[src/rtl/host_responder_pkg.sv]
// Shared definitions for the host-side matrix load / result writeback responder.
package host_responder_pkg;

    typedef enum logic [1:0] {
        IDLE    = 2'd0,
        LOAD    = 2'd1,
        CAPTURE = 2'd2,
        SEND    = 2'd3
    } state_t;

    localparam int N_ELEMS = 8;
    localparam int N_RES   = 4;

    // Result words cross the pins least-significant byte first; the MMU packs to match.
    localparam logic RES_LSB_FIRST = 1'b1;

endpackage

[src/rtl/host_responder_res_serializer.sv]
// Result buffer plus byte serialiser: stores RW-bit results, emits them one DW byte per handshake.
// Latency: a stored word is available the cycle after capture; out_data is combinational from the buffer.
// Backpressure: out_data holds while out_ready is low; byte index advances only on out_valid && out_ready.
module res_serializer #(
    parameter int DW    = 8,
    parameter int RW    = 16,
    parameter int N_RES = 4
) (
    input  logic          clk,
    input  logic          rst,
    input  logic          wr_en,
    input  logic [1:0]    wr_idx,
    input  logic [RW-1:0] wr_data,
    input  logic          send,
    output logic [DW-1:0] out_data,
    output logic          out_valid,
    input  logic          out_ready,
    output logic          send_last,
    output logic          wb_done
);
    import host_responder_pkg::*;

    logic [RW-1:0] res_buf [N_RES];
    logic [2:0]    byte_idx;
    logic [RW-1:0] cur_word;
    logic          hi_sel;

    assign cur_word  = res_buf[byte_idx[2:1]];
    assign hi_sel    = byte_idx[0] ^ ~RES_LSB_FIRST;
    assign out_valid = send;
    assign out_data  = send ? (hi_sel ? cur_word[RW-1:DW] : cur_word[DW-1:0]) : '0;
    assign send_last = send && out_ready && (byte_idx == 3'(2*N_RES-1));

    always_ff @(posedge clk or posedge rst) begin
        if (rst) begin
            for (int i = 0; i < N_RES; i++) res_buf[i] <= '0;
            byte_idx <= '0;
            wb_done  <= 1'b0;
        end else begin
            if (wr_en) res_buf[wr_idx] <= wr_data;
            if (!send || send_last)
                byte_idx <= '0;
            else if (out_ready)
                byte_idx <= byte_idx + 3'd1;
            wb_done <= send_last;
        end
    end

endmodule

[src/rtl/host_responder.sv]
// Host responder: loads 8 pin bytes into weight memory, then returns 4 MMU results as 8 pin bytes.
// Latency: accepted byte reaches weight memory 1 cycle later; result bytes stream 1 per cycle in SEND.
// Backpressure: in_ready is registered and throttles the host; out_ready stalls the result stream.
module host_responder #(
    parameter int DW      = 8,
    parameter int RW      = 16,
    parameter int N_ELEMS = host_responder_pkg::N_ELEMS,
    parameter int N_RES   = host_responder_pkg::N_RES
) (
    input  logic          clk,
    input  logic          rst,
    input  logic          host_req_mat,
    input  logic          host_mat_wb,
    input  logic [DW-1:0] in_data,
    input  logic          in_valid,
    output logic          in_ready,
    output logic [DW-1:0] elem_data,
    output logic [2:0]    elem_addr,
    output logic          elem_we,
    output logic          load_done,
    input  logic [RW-1:0] res_data,
    input  logic          res_valid,
    output logic [DW-1:0] out_data,
    output logic          out_valid,
    input  logic          out_ready,
    output logic          wb_done,
    output logic          busy
);
    import host_responder_pkg::*;

    state_t     state_q, state_d;
    logic [3:0] elem_cnt;
    logic [3:0] cnt_nxt;
    logic [2:0] res_cnt;
    logic       accept;
    logic       load_full;
    logic       res_last;
    logic       send_last;

    assign accept    = in_valid && in_ready;
    assign cnt_nxt   = elem_cnt + {3'd0, accept};
    assign load_full = (elem_cnt == 4'(N_ELEMS));
    assign res_last  = res_valid && (res_cnt == 3'(N_RES-1));
    assign busy      = (state_q != IDLE);

    always_comb begin
        state_d = state_q;
        unique case (state_q)
            IDLE: begin
                if (host_req_mat)     state_d = LOAD;
                else if (host_mat_wb) state_d = CAPTURE;
            end
            // A completed load wins over a request that drops in the same cycle.
            LOAD:    if (load_full || !host_req_mat) state_d = IDLE;
            CAPTURE: if (res_last) state_d = SEND;
            SEND:    if (send_last) state_d = IDLE;
            default: state_d = IDLE;
        endcase
    end

    always_ff @(posedge clk or posedge rst) begin
        if (rst) begin
            state_q   <= IDLE;
            elem_cnt  <= '0;
            res_cnt   <= '0;
            in_ready  <= 1'b0;
            elem_we   <= 1'b0;
            elem_data <= '0;
            elem_addr <= '0;
            load_done <= 1'b0;
        end else begin
            state_q <= state_d;

            // Registered ready: low in the first LOAD cycle, drops once the 8th byte is taken.
            in_ready <= (state_q == LOAD) && (state_d == LOAD) && (cnt_nxt < 4'(N_ELEMS));

            elem_we <= accept;
            if (accept) begin
                elem_data <= in_data;
                elem_addr <= elem_cnt[2:0];
            end
            elem_cnt  <= (state_d == LOAD) ? cnt_nxt : 4'd0;
            load_done <= (state_q == LOAD) && load_full;

            if (state_q != CAPTURE || res_last)
                res_cnt <= '0;
            else if (res_valid)
                res_cnt <= res_cnt + 3'd1;
        end
    end

    res_serializer #(
        .DW    (DW),
        .RW    (RW),
        .N_RES (N_RES)
    ) u_ser (
        .clk       (clk),
        .rst       (rst),
        .wr_en     ((state_q == CAPTURE) && res_valid),
        .wr_idx    (res_cnt[1:0]),
        .wr_data   (res_data),
        .send      (state_q == SEND),
        .out_data  (out_data),
        .out_valid (out_valid),
        .out_ready (out_ready),
        .send_last (send_last),
        .wb_done   (wb_done)
    );

endmodule

[config.mk]
export PLATFORM = sky130hd
export DESIGN_NAME = host_responder
export DESIGN_NICKNAME = d
export VERILOG_FILES = /design/src/rtl/host_responder_pkg.sv /design/src/rtl/host_responder_res_serializer.sv /design/src/rtl/host_responder.sv
export SDC_FILE = /design/constraint.sdc
export NUM_CORES = 1
export LEC_CHECK = 0
export ABC_AREA = 1
export CORE_MARGIN = 1
export CORE_UTILIZATION = 30
export CTS_BUF_LIST = sky130_fd_sc_hd__clkbuf_8 sky130_fd_sc_hd__clkbuf_16
export DETAILED_ROUTE_END_ITERATION = 7
export GPL_TIMING_DRIVEN = 0
export HOLD_SLACK_MARGIN = 0.06
export SYNTH_ARGS = -nofsm -noshare
export SYNTH_HDL_FRONTEND = slang
export SYNTH_HIERARCHICAL = 1
export SYNTH_SLANG_ARGS = --single-unit
[constraint.sdc]
create_clock -name clk -period 2.7 [get_ports clk]
set_clock_uncertainty 0.15 [all_clocks]
set_input_delay 0.54 -clock clk [delete_from_list [all_inputs] [get_ports clk]]
set_output_delay 0.54 -clock clk [all_outputs]
set_load 0.005 [all_outputs]
==> run metrics <==
LEAKAGE=2.841 nW; Synth top area share=between 50% and 60%; Die Ht=~120 µm; R2R depth=6; Levels on crit path=9; reg-to-reg critical path startpoint=state_q[1]$_DFF_PP0_; hold crit path type=reg2reg; Buf/Inv on CP=5; data required time at the worst endpoint=2.01 ns; die area=0.01535 mm²; peak supply drop=~360 µV; hold endpoint=u_ser/res_buf[45]$_DFFE_PP0P_; RePlAce Congestion=0.8562; Num CTS Buffers=9; Crit path largest cell delay=0.40 ns; P&R area growth vs syn=24.82%; fin crit share=a little over nine tenths; Routed WL=roughly 11000 µm; HP Start=u_ser/res_buf[45]$_DFFE_PP0P_; fmax=394.8 MHz; area leader, netlist=dfrtp_1; largest net degree at the start of global routing=69; XOR/XNOR Fraction of Synth Area=less than 1%; Synth Area in Adders=under 10%; unrepaired setup endpoints after global routing=false; simple logic cell fraction of the synthesized area=about a quarter; final setup violation count=0; Worst slew margin=a little over two fifths; first-pass GRT wire length=approximately 19000 µm; vias per inst=around 4.6; critical path's slowest cell=dfrtp_1; Max Cap Viol=0; startpoint type of the worst setup path=flip-flop; Cells on Worst Hold Path=2; Sink Count=91; Die Wd=123.9 µm; Root Buffer Master=clkbuf_16; FF-to-FF End=u_ser/res_buf[10]$_DFFE_PP0P_; critical path arrival=between 1.5 and 2 ns; largest family of logic cells by synthesized area=simple AND/OR/NAND/NOR gates; pre-CTS setup slack=0.2622 ns; clk slew on worst S/H paths=0.06 ns; remaining antenna violation count after routing=0; crit-path cells=buf_6 -> inv_4 -> buf_8 -> buf_4 -> nand3_1 -> nand3_1 -> nand2_1 -> nor2_1 -> dlygate4sd2_1; fillers=1570; outcome=finished clean; via count=3824; Gate Count Post-Synth=580; vias in the first global route=around 3700; Unique masters post-synth=23; DR pass1 iterations=5; Period minus WS final=about 2.5 ns; syn nets=between 600 and 700; cell area after synthesis=approximately 0.0045 mm²; I/O pin cnt=56; I/O Buffers=55; Avg Cell Area, Syn=7.684 µm²; #FFs+latches synth=approximately 90; Clock Latency Late Sink=between 0.3 and 0.4 ns; CTS max path bufs=2; Compound-Gate Fraction of Synth Area=around 8.3%; Worst Max-Slew Pin Slew=0.8715 ns; top cells by area, synth=dfrtp_1 51%, nand2_1 16%, inv_1 8.3%; layout cell share with drive strength beyond 1=between 8 and 9%; DR iter-0 viols=between 200 and 250; power per cell area=approximately 950 mW/mm²; core area=0.01453 mm²; row count=between 40 and 50; post-layout worst setup margin=about 0.17 ns; dpl hpwl=7988 µm; Max Slew Vio Count=0; DR DRC count=0; Final #Nets=684; multiplexer area fraction after synthesis=0%; register area share after synthesis=~51%; reg2reg setup slack=approximately 0.94 ns; TritonCTS clock tree=done; GRT Overall Usage=between 10% and 20%; CP Class=reg2out; yosys warns=6; WL/cell=between 10 and 15 µm; CP dominant cell by count=nand3_1; starting density of the core=between 30 and 40%; H-tree depth=3; Final TNS setup=0 ns; Overflow after GRT=0; Critical Path End Type=output pin; # diodes=0; final hold violation count=0; initial antenna violation count=0; Critical Path Fanout Max=10; Top delay family on crit path=buffers and inverters
-- cell usage in the layout, fill, tap and decap left out, types with 5 or more instances in the layout --
master / instances
nor2_2: 5
dlygate4sd2_1: 7
ha_1: 6
nor2_1: 27
inv_1: 98
buf_2: 12
buf_4: 6
nand3_1: 47
nand2_1: 191
buf_6: 6
dfrtp_1: 91
clkdlybuf4s50_1: 47
o21ai_0: 68
clkbuf_16: 9
-- final cells by class --
class	count	area, µm²	share of cell area (%)
Buffer	29	200.2	3.599
Clock buffer	10	239.0	4.296
Clock inverter	6	66.31	1.192
Inverter	101	386.6	6.950
Multi-Input combinational cell	359	1612	28.97
Sequential cell	91	2277	40.94
Tap cell	184	230.2	4.139
Timing Repair Buffer	56	551.8	9.919
-- metrics by stage --
stage | utilization [%] | std cells | instance area (µm²) | hold WS, ns | power (mW)
2_1_floorplan | - | 580 | 4457 | 0.3030 | 3.379
3_3_place_gp | 36.04 | 819 | 5238 | 0.3159 | 4.000
5_1_grt | 38.27 | 836 | 5563 | 0.3550 | 5.755
3_5_place_dp | 36.05 | 819 | 5240 | 0.3221 | 4.076
4_1_cts | 38.26 | 836 | 5560 | 0.3380 | 5.357
6_report | 38.27 | 836 | 5563 | 0.3330 | 5.310
-- Yosys cell counts (all sizes together) --
cell,number
or2,1
clkbuf,5
inv,101
nand3,49
dfrtp,91
nand2,193
o21ai,68
buf,24
a21oi,5
xnor2,2
ha,6
nor2,33
nand4,2
-- power breakdown --
group,internal [mW],switching [mW]
Combinational,0.770,1.15
Sequential,1.84,0.267
Clock,0.742,0.541
Total,3.35,1.96
-- cell families after synthesis --
kind of cell    count (synthesis)
xor+xnor                        2
fa+ha+maj                       6
compound gates                 73
flops                          91
simple gates                  278
buf+inv                       130
-- sequential cells by signal, summed over array words and instances, names as in the netlist --
name	cells
elem_addr	3
elem_cnt	4
elem_data	8
elem_we	1
in_ready	1
load_done	1
res_cnt	3
state_q	2
u_ser/byte_idx	3
u_ser/res_buf	64
u_ser/wb_done	1
-- metal layers --
metal  track usage, %  up-vias  wire (µm)
met1            21.21     1806       5396
met5                0        -          0
li1                 -     1894          -
met3            3.938       16        609
met4            7.229        0        246
met2            25.97      108       5143
-- worst register-to-register path: stages, from the launching register on --
cell	delay [ns]
dfrtp_1	0.37
buf_6	0.13
nand2_2	0.09
nor2_4	0.05
nand3_1	0.14
clkbuf_1	0.49
o21ai_0	0.18
-- how the worst max path moves through the flow --
stage	from	endpoint	slack (ns)
final	u_ser/byte_idx[2]$_DFFE_PP0P_	out_data[7]	0.17
after global routing	u_ser/byte_idx[2]$_DFFE_PP0P_	out_data[7]	0.04
after CTS	u_ser/byte_idx[2]$_DFFE_PP0P_	out_data[6]	-0.02
after detailed placement	u_ser/byte_idx[2]$_DFFE_PP0P_	out_data[6]	0.26
after global placement	rst	u_ser/res_buf[36]$_DFFE_PP0P_	-0.91
after floorplan	rst	u_ser/byte_idx[0]$_DFFE_PP0P_	0.30
-- repair_timing --
| action | CTS | global route |
|---|---|---|
| endpoints found under the setup margin | 8 | 1 |
| resized for setup | 13 | 1 |
| hold buffers | 0 | 0 |
| setup buffers | 1 | 0 |
| pin swaps | 3 | 0 |
No activity file was read; power rests on OpenSTA's default activity.
